$ cat config.mk
export PLATFORM = sky130hd
export DESIGN_NAME = div_unit
export DESIGN_NICKNAME = d
export VERILOG_FILES = /design/src/rtl/div_unit_pkg.sv /design/src/rtl/div_step.sv /design/src/rtl/div_unit.sv
export SDC_FILE = /design/constraint.sdc
export NUM_CORES = 1
export LEC_CHECK = 0
export CORE_MARGIN = 3
export CORE_UTILIZATION = 25
export CTS_BUF_LIST = sky130_fd_sc_hd__clkbuf_4 sky130_fd_sc_hd__clkbuf_8 sky130_fd_sc_hd__clkbuf_16
export DETAILED_ROUTE_END_ITERATION = 8
export SYNTH_ARGS = -nofsm -noshare
export SYNTH_HDL_FRONTEND = slang
export SYNTH_HIERARCHICAL = 1
export SYNTH_SLANG_ARGS = --single-unit
$ cat constraint.sdc
create_clock -name clk -period 6.7 [get_ports clk]
set_input_delay 1.675 -clock clk [delete_from_list [all_inputs] [get_ports clk]]
set_output_delay 1.675 -clock clk [all_outputs]
set_load 0.03 [all_outputs]
$ cat src/rtl/div_unit_pkg.sv
// div_unit_pkg: shared state encodings and handshake constants for the divider
package div_unit_pkg;
  typedef enum logic [1:0] {
    IDLE   = 2'd0,
    BYZERO = 2'd1,
    RUN    = 2'd2,
    DONE   = 2'd3
  } div_state_t;
  localparam logic DIV_START            = 1'b1;
  localparam logic DIV_STOP             = 1'b0;
  localparam logic DIV_RESULT_READY     = 1'b1;
  localparam logic DIV_RESULT_NOT_READY = 1'b0;
endpackage

$ cat src/rtl/div_step.sv
// div_step: one restoring-division iteration (shift left, trial subtract, set quotient bit)
module div_step #(
  parameter int DATA_W = 32
) (
  input  logic [2*DATA_W:0]  work,
  input  logic [DATA_W-1:0]  divisor,
  output logic [2*DATA_W:0]  work_next
);
  logic [2*DATA_W:0] shifted;
  logic [DATA_W:0]   diff;
  assign shifted = work << 1;
  assign diff = shifted[2*DATA_W:DATA_W] - {1'b0, divisor};
  // a set top bit of diff means the partial remainder was smaller than the divisor
  assign work_next = diff[DATA_W] ? shifted : {diff, shifted[DATA_W-1:1], 1'b1};
endmodule

$ cat src/rtl/div_unit.sv
// div_unit: multi-cycle radix-2 restoring divider returning {remainder, quotient}
module div_unit
  import div_unit_pkg::*;
#(
  parameter int DATA_W = 32
) (
  input  logic                  clk,
  input  logic                  rst,
  input  logic                  signed_div_i,
  input  logic [DATA_W-1:0]     opdata1_i,
  input  logic [DATA_W-1:0]     opdata2_i,
  input  logic                  start_i,
  input  logic                  annul_i,
  output logic [2*DATA_W-1:0]   result_o,
  output logic                  ready_o
);
  localparam int CW = $clog2(DATA_W) + 1;
  localparam logic [CW-1:0] LAST = CW'(DATA_W - 1);
  div_state_t        state;
  logic [CW-1:0]     cnt;
  logic [2*DATA_W:0] work, work_next;
  logic [DATA_W-1:0] divisor, op1_abs, op2_abs, quo, rem;
  logic              qsign, rsign, op1_neg, op2_neg;
  assign op1_neg = signed_div_i & opdata1_i[DATA_W-1];
  assign op2_neg = signed_div_i & opdata2_i[DATA_W-1];
  assign op1_abs = op1_neg ? -opdata1_i : opdata1_i;
  assign op2_abs = op2_neg ? -opdata2_i : opdata2_i;
  assign quo = work_next[DATA_W-1:0];
  assign rem = work_next[2*DATA_W-1:DATA_W];
  div_step #(.DATA_W(DATA_W)) u_step (
    .work      (work),
    .divisor   (divisor),
    .work_next (work_next)
  );
  // control FSM: operand capture, iteration count, sign fix-up and registered result
  always_ff @(posedge clk) begin
    if (rst) begin
      state    <= IDLE;
      cnt      <= '0;
      work     <= '0;
      divisor  <= '0;
      qsign    <= 1'b0;
      rsign    <= 1'b0;
      result_o <= '0;
      ready_o  <= DIV_RESULT_NOT_READY;
    end else begin
      case (state)
        IDLE: begin
          result_o <= '0;
          ready_o  <= DIV_RESULT_NOT_READY;
          if (start_i == DIV_START && !annul_i) begin
            if (opdata2_i == '0) begin
              state <= BYZERO;
            end else begin
              state   <= RUN;
              cnt     <= '0;
              work    <= {{(DATA_W+1){1'b0}}, op1_abs};
              divisor <= op2_abs;
              qsign   <= op1_neg ^ op2_neg;
              rsign   <= op1_neg;
            end
          end
        end
        BYZERO: begin
          state    <= annul_i ? IDLE : DONE;
          result_o <= '0;
          ready_o  <= annul_i ? DIV_RESULT_NOT_READY : DIV_RESULT_READY;
        end
        RUN: begin
          if (annul_i) begin
            state <= IDLE;
          end else begin
            work <= work_next;
            cnt  <= cnt + 1'b1;
            if (cnt == LAST) begin
              state    <= DONE;
              result_o <= {rsign ? -rem : rem, qsign ? -quo : quo};
              ready_o  <= DIV_RESULT_READY;
            end
          end
        end
        DONE: begin
          if (start_i == DIV_STOP) begin
            state    <= IDLE;
            result_o <= '0;
            ready_o  <= DIV_RESULT_NOT_READY;
          end
        end
        default: state <= IDLE;
      endcase
    end
  end
endmodule

* Yosys cells after proc, flatten, opt, wreduce, memory -nomap -nowiden
Cells that the tools add are included.
Widths: inputs -> output; s select.
** Cells by class
- $mul :: 0
- Reduce and logical (&&, ||, !) cells :: 10
- $lt $le $gt $ge :: 0
- Equality and inequality tests :: 10
- Add/subtract/negate cells :: 6
- Shift-type cells :: 0
- Div/mod/pow operators :: 0
- Multiplexer cells :: 29
- Bitwise operators :: 4
** Operators by type and width (count)
- $mux 64 :: 7
- $pmux 64 s3 :: 1
- $mux 32 :: 4
- $neg 32->32 :: 4
- $pmux 64 s2 :: 1
- $sub 33x32->33 :: 1
- $logic_not 32->1 :: 1
- $mux 6 :: 3
- $mux 2 :: 6
- $pmux 6 s2 :: 1
- $ne 2x2->1 const B :: 5
- $reduce_and 3->1 :: 3
- $pmux 2 s4 :: 1
- $add 6x1->6 const B :: 1
- $eq 6x5->1 const B :: 1
- $eq 2x2->1 const B :: 2
- $mux 1 :: 4
- $pmux 1 s4 :: 1
- $reduce_and 4->1 :: 1
- $ne 3x3->1 const B :: 1
- $and 1x1->1 :: 2
- $eq 2x1->1 const B :: 1
- $logic_not 2->1 :: 1
- $reduce_bool 2->1 :: 1
- other kinds (5) :: 5
** Storage, ports and cells
- Register bits :: 171
- Output and inout bits :: 65
- Bits of input ports :: 69
- Memories kept :: 0
- Latch bits :: 0
- Memory bits (read-only) :: 0
- Logic and storage cells :: 67
- RAM bits :: 0

* Longest topological paths before layout
- Word-level depth :: 7
- Gate-level depth with buffers :: 23
- Gate-level depth less buffers :: 21

* Modules after synthesis
Netlist, hierarchy kept.
** By module, submodules not included
- div_unit :: times used 1, cells an instance 1156, area an instance 9063.7 um2, sequential area each 3443.3 um2
- div_step :: times used 1, cells an instance 387, area an instance 2697.6 um2, sequential area each 0.0 um2

* Least setup slack after synthesis
No wires, ideal clock.
- Kind :: register to register
- From :: register work[31]
- To :: register result_o[60]
- Stages on the path, launching flop included :: 21
- Clock period less this slack :: 5.326 ns
- Arrival :: 5.198 ns
- Required time :: 6.572 ns
- Slack :: 1.374 ns
- Buffers on the path :: 2
- Cells stage by stage :: dfxtp_1 -> inv_1 -> ha_1 -> fa_1 -> nand2b_1 -> a21oi_2 -> o21bai_4 -> a21oi_2 -> o2111ai_1 -> a311o_1 -> o211ai_1 -> ha_1 -> clkbuf_1 -> clkbuf_1 -> mux2_2 -> or4_1 -> nor4_2 -> nand3_1 -> o41ai_1 -> xor2_1 -> o21ai_0
** On the way
- Longest elaborated chain between the ends :: 7
** Ends and longest elaborated chain
- start: declaration :: RTL line div_unit.sv:21 : logic [2*DATA_W:0] work, work_next;
- start signal: assignment :: RTL line div_unit.sv:57 : work <= {{(DATA_W+1){1'b0}}, op1_abs};
- start signal: assignment :: RTL line div_unit.sv:73 : work <= work_next;
- $sub 33x32->33 :: RTL line div_step.sv:12 : assign diff = shifted[2*DATA_W:DATA_W] - {1'b0, divisor};
- $mux 64 :: RTL line div_step.sv:14 : assign work_next = diff[DATA_W] ? shifted : {diff, shifted[DATA_W-1:1], 1'b1};
- net work_next[37] :: RTL line div_unit.sv:21
- $neg 32->32 :: RTL line div_unit.sv:77 : result_o <= {rsign ? -rem : rem, qsign ? -quo : quo};
- $mux 32 :: RTL line div_unit.sv:77
- $mux 64 :: RTL line div_unit.sv:75 : if (cnt == LAST) begin
- $mux 64 :: RTL line div_unit.sv:70 : if (annul_i) begin
- $pmux 64 s3 :: RTL line div_unit.sv:47 : case (state)
- end signal: assignment :: RTL line div_unit.sv:77
- end: declaration :: RTL line div_unit.sv:14 : output logic [2*DATA_W-1:0] result_o,
The timed path passes the listed nets, and every way through them passes these cells. The select of a mux whose other input is x is not followed.
A chain may end at the register's enable or synchronous reset.

* Worst setup path in the final report
Ends and elaborated chain as after synthesis.

==> insert_results.sql <==
INSERT INTO impl_metrics (metric_group, metric, value, unit) VALUES
('critical_path', 'timing_worst_setup_path_type', 'reg2reg', ''),
('critical_path', 'worstSetupStartpointType', 'register', ''),
('die', 'initial_utilization', '25.6', '%'),
('job', 'maxCapViolCount', '0', ''),
('clock_network', 'post-cts-setup-buffer-count', '0', ''),
('die', 'die_y', '223', 'um'),
('die', 'core_rows', '78', ''),
('clock_network', 'postCtsResizedCells', '0', ''),
('clock_network', 'cts_root_buf', 'sky130_fd_sc_hd__clkbuf_16', ''),
('global_routing', 'grt_first_pass_wirelength', '59.6', 'mm'),
('sta', 'hold_viol_final', '0', ''),
('layout', 'antenna_cells', '0', ''),
('logic_synthesis', 'synthesis.nets', '1652', ''),
('drt', 'routed_wl', '37.6', 'mm'),
('sta', 'layout_worst_path_cycle_share', '88.1', '%'),
('clock_network', 'clkSlewWorstSetupHoldPaths', '0.07', 'ns'),
('die', 'die_x', '223', 'um'),
('critical_path', 'cp_max_fo', '19', ''),
('clock_network', 'tritoncts.num_buffers', '17', ''),
('drt', 'drt_first_iter_violations', '714', ''),
('placed_design', 'detailed_place_hpwl', '29.4', 'mm'),
('die', 'die_area', '49600', 'um^2'),
('logic_synthesis', 'syn_inst', '1539', ''),
('drt', 'detail_route.drc_violations', '0', ''),
('global_routing', 'grt_util_all_layers', '14.8', '%'),
('global_routing', 'first_global_vias', '10400', ''),
('critical_path', 'cp_slowest_stage_delay', '0.71', 'ns'),
('logic_synthesis', 'avg_synthesized_cell_area', '7.62', 'um^2'),
('die', 'coreArea', '45900', 'um^2'),
('sta', 'max_freq', '169', 'MHz'),
('global_routing', 'antenna_violations_before_repair', '0', ''),
('clock_network', 'cts_tree', 'built', ''),
('global_routing', 'overflow', '0', ''),
('drt', 'final_antenna_net_count', '0', ''),
('critical_path', 'worst_path_max_delay_cell', 'sky130_fd_sc_hd__nor4_2', ''),
('clock_network', 'number_of_clock_sinks', '171', ''),
('die', 'boundaryPins', '134', ''),
('sta', 'max-slew-margin-rel', '25.1', '%'),
('clock_network', 'post_cts_hold_buffer_count', '0', ''),
('sta', 'timing_worst_slew_pin_value', '1.12', 'ns'),
('layout', 'fin_nets', '1699', ''),
('drt', 'via_per_inst', '5.05', ''),
('critical_path', 'end_kind', 'register', ''),
('sta', 'fin_setup_tns', '0', 'ns'),
('clock_network', 'cts.htree.levels', '4', ''),
('placed_design', 'port-buffer-count', '133', ''),
('sta', 'slew_viol_final', '0', ''),
('sta', 'setup_viol_count_final', '0', ''),
('layout', 'area_added_between_synthesis_and_finish', '18.8', '%'),
('logic_synthesis', 'netlist_area', '11700', 'um^2'),
('critical_path', 'worst_ep_arrival_time', '6.21', 'ns'),
('logic_synthesis', 'synth-warning-count', '6', ''),
('outcome', 'run_status', 'finished, final reports clean', ''),
('clock_network', 'clk-insertion-delay-late', '0.45', 'ns'),
('global_routing', 'grt_start_max_net_pins', '82', ''),
('critical_path', 'worstPathRequired', '7.01', 'ns'),
('layout', 'final_area', '13900', 'um^2'),
('critical_path', 'worstPathCellList', 'inv_1 -> ha_1 -> fa_1 -> nand2b_1 -> a21oi_2 -> o21bai_4 -> a21oi_2 -> o2111ai_1 -> a311o_1 -> o211ai_1 -> ha_1 -> mux2_2 -> or4_1 -> nor4_2 -> nand3_1 -> o41ai_1 -> xor2_1 -> o21ai_0', ''),
('sta', 'finalCriticalPeriod', '5.90', 'ns'),
('drt', 'routed-via-count', '11100', ''),
('min_path', 'min_path_type', 'reg2reg', ''),
('critical_path', 'delay_heaviest_family_cp', 'simple AND/OR/NAND/NOR gates', ''),
('sta', 'timing.hold.ws', '0.453', 'ns'),
('layout', 'share_of_cells_above_drive_strength_1', '6.38', '%'),
('placed_design', 'gp_routability_congestion', '0.883', ''),
('sta', 'grt_setup_unrepaired', 'false', ''),
('drt', 'drt_pre_antenna_iters', '5', ''),
('sta', 'clock_skew', '0.0103', 'ns'),
('placed_design', 'dpl-instance-area', '13300', 'um^2'),
('layout', 'fillerInstances', '4949', ''),
('clock_network', 'cts.path.max_buffers', '2', ''),
('critical_path', 'cp.buffers_inverters', '1', ''),
('drt', 'wl_per_cell', '17.1', 'um');
[sequential cells by signal, summed over array words and instances (netlist names)]
name      count
state         2
rsign         1
qsign         1
work         64
result_o     64
ready_o       1
cnt           6
divisor      32
[per-layer routing]
metal | share of wire [%] | wire length [um] | track usage, %
met5 | 0 | 0 | 0
met4 | 1.6 | 614 | 3.69
met3 | 4.7 | 1770 | 2.30
met2 | 47 | 17600 | 24.3
met1 | 47 | 17600 | 20.4
[worst min-delay path, delay by kind of cell, from the launching register on]
| family | cells | cell delay [ns] |
|---|---|---|
| and+or+nand+nor | 1 | 0.05 |
| AOI/OAI and AO/OA | 1 | 0.05 |
| DFF | 1 | 0.31 |
[worst paths after layout]
kind | startpoint | end | slack [ns] | cells past startpoint
hold reg to reg | result_o[39] | result_o[39] | 0.45 | 2
hold / removal | result_o[39] | result_o[39] | 0.45 | 2
setup reg to reg | work[31] | result_o[60] | 0.80 | 18
setup / recovery | work[31] | result_o[60] | 0.80 | 18
[placed cells by master (no fill, tap or decap), types with 5 or more instances in the layout]
| cell | count |
|---|---|
| sky130_fd_sc_hd__mux2i_1 | 6 |
| sky130_fd_sc_hd__or2_2 | 8 |
| sky130_fd_sc_hd__nand3b_1 | 7 |
| sky130_fd_sc_hd__o31ai_1 | 24 |
| sky130_fd_sc_hd__or3_1 | 14 |
| sky130_fd_sc_hd__a2bb2oi_1 | 5 |
| sky130_fd_sc_hd__o21a_1 | 7 |
| sky130_fd_sc_hd__mux2_2 | 15 |
| sky130_fd_sc_hd__xnor2_1 | 63 |
| sky130_fd_sc_hd__clkbuf_16 | 17 |
| sky130_fd_sc_hd__nand4_1 | 15 |
| sky130_fd_sc_hd__ha_1 | 42 |
| sky130_fd_sc_hd__clkdlybuf4s50_1 | 132 |
| sky130_fd_sc_hd__a211oi_1 | 35 |
| sky130_fd_sc_hd__nand2b_1 | 29 |
| sky130_fd_sc_hd__buf_4 | 8 |
| sky130_fd_sc_hd__nand2_1 | 247 |
| sky130_fd_sc_hd__o21ai_0 | 106 |
| sky130_fd_sc_hd__nor2b_1 | 7 |
| sky130_fd_sc_hd__nand3_1 | 35 |
| sky130_fd_sc_hd__a21o_1 | 14 |
| sky130_fd_sc_hd__inv_1 | 55 |
| sky130_fd_sc_hd__a31oi_1 | 13 |
| sky130_fd_sc_hd__nor3b_1 | 5 |
| sky130_fd_sc_hd__nor2_1 | 90 |
| sky130_fd_sc_hd__o41ai_1 | 20 |
| sky130_fd_sc_hd__a21oi_1 | 132 |
| sky130_fd_sc_hd__and3_1 | 6 |
| sky130_fd_sc_hd__or4_1 | 21 |
| sky130_fd_sc_hd__nor4_1 | 17 |
| sky130_fd_sc_hd__dfxtp_1 | 171 |
| sky130_fd_sc_hd__o211ai_1 | 28 |
| sky130_fd_sc_hd__a21oi_2 | 8 |
| sky130_fd_sc_hd__o21ai_1 | 9 |
| sky130_fd_sc_hd__xor2_1 | 75 |
| sky130_fd_sc_hd__nor3_1 | 20 |
[cell type report]
type | count | area, um^2 | area share, %
multi-input cells | 1199 | 7550 | 54.2
inverters | 55 | 206 | 1.48
well taps | 600 | 751 | 5.39
clock inverters | 14 | 158 | 1.13
clock buffers | 18 | 439 | 3.15
repair buffers | 142 | 1410 | 10.1
flip-flops and latches | 171 | 3420 | 24.6
[stage by stage]
stage	worst slack [ns]	cells	utilization (%)
detailed placement	0.877	2167	29.1
global placement	0.966	2167	29.1
CTS	0.825	2199	30.4
finish	0.800	2199	30.4
floorplan	1.37	1539	-
global route	0.374	2199	30.4
Power is left out: the tool's default activity adds up to more than one toggle a clock period on the data nets, which glitch-free logic cannot reach.
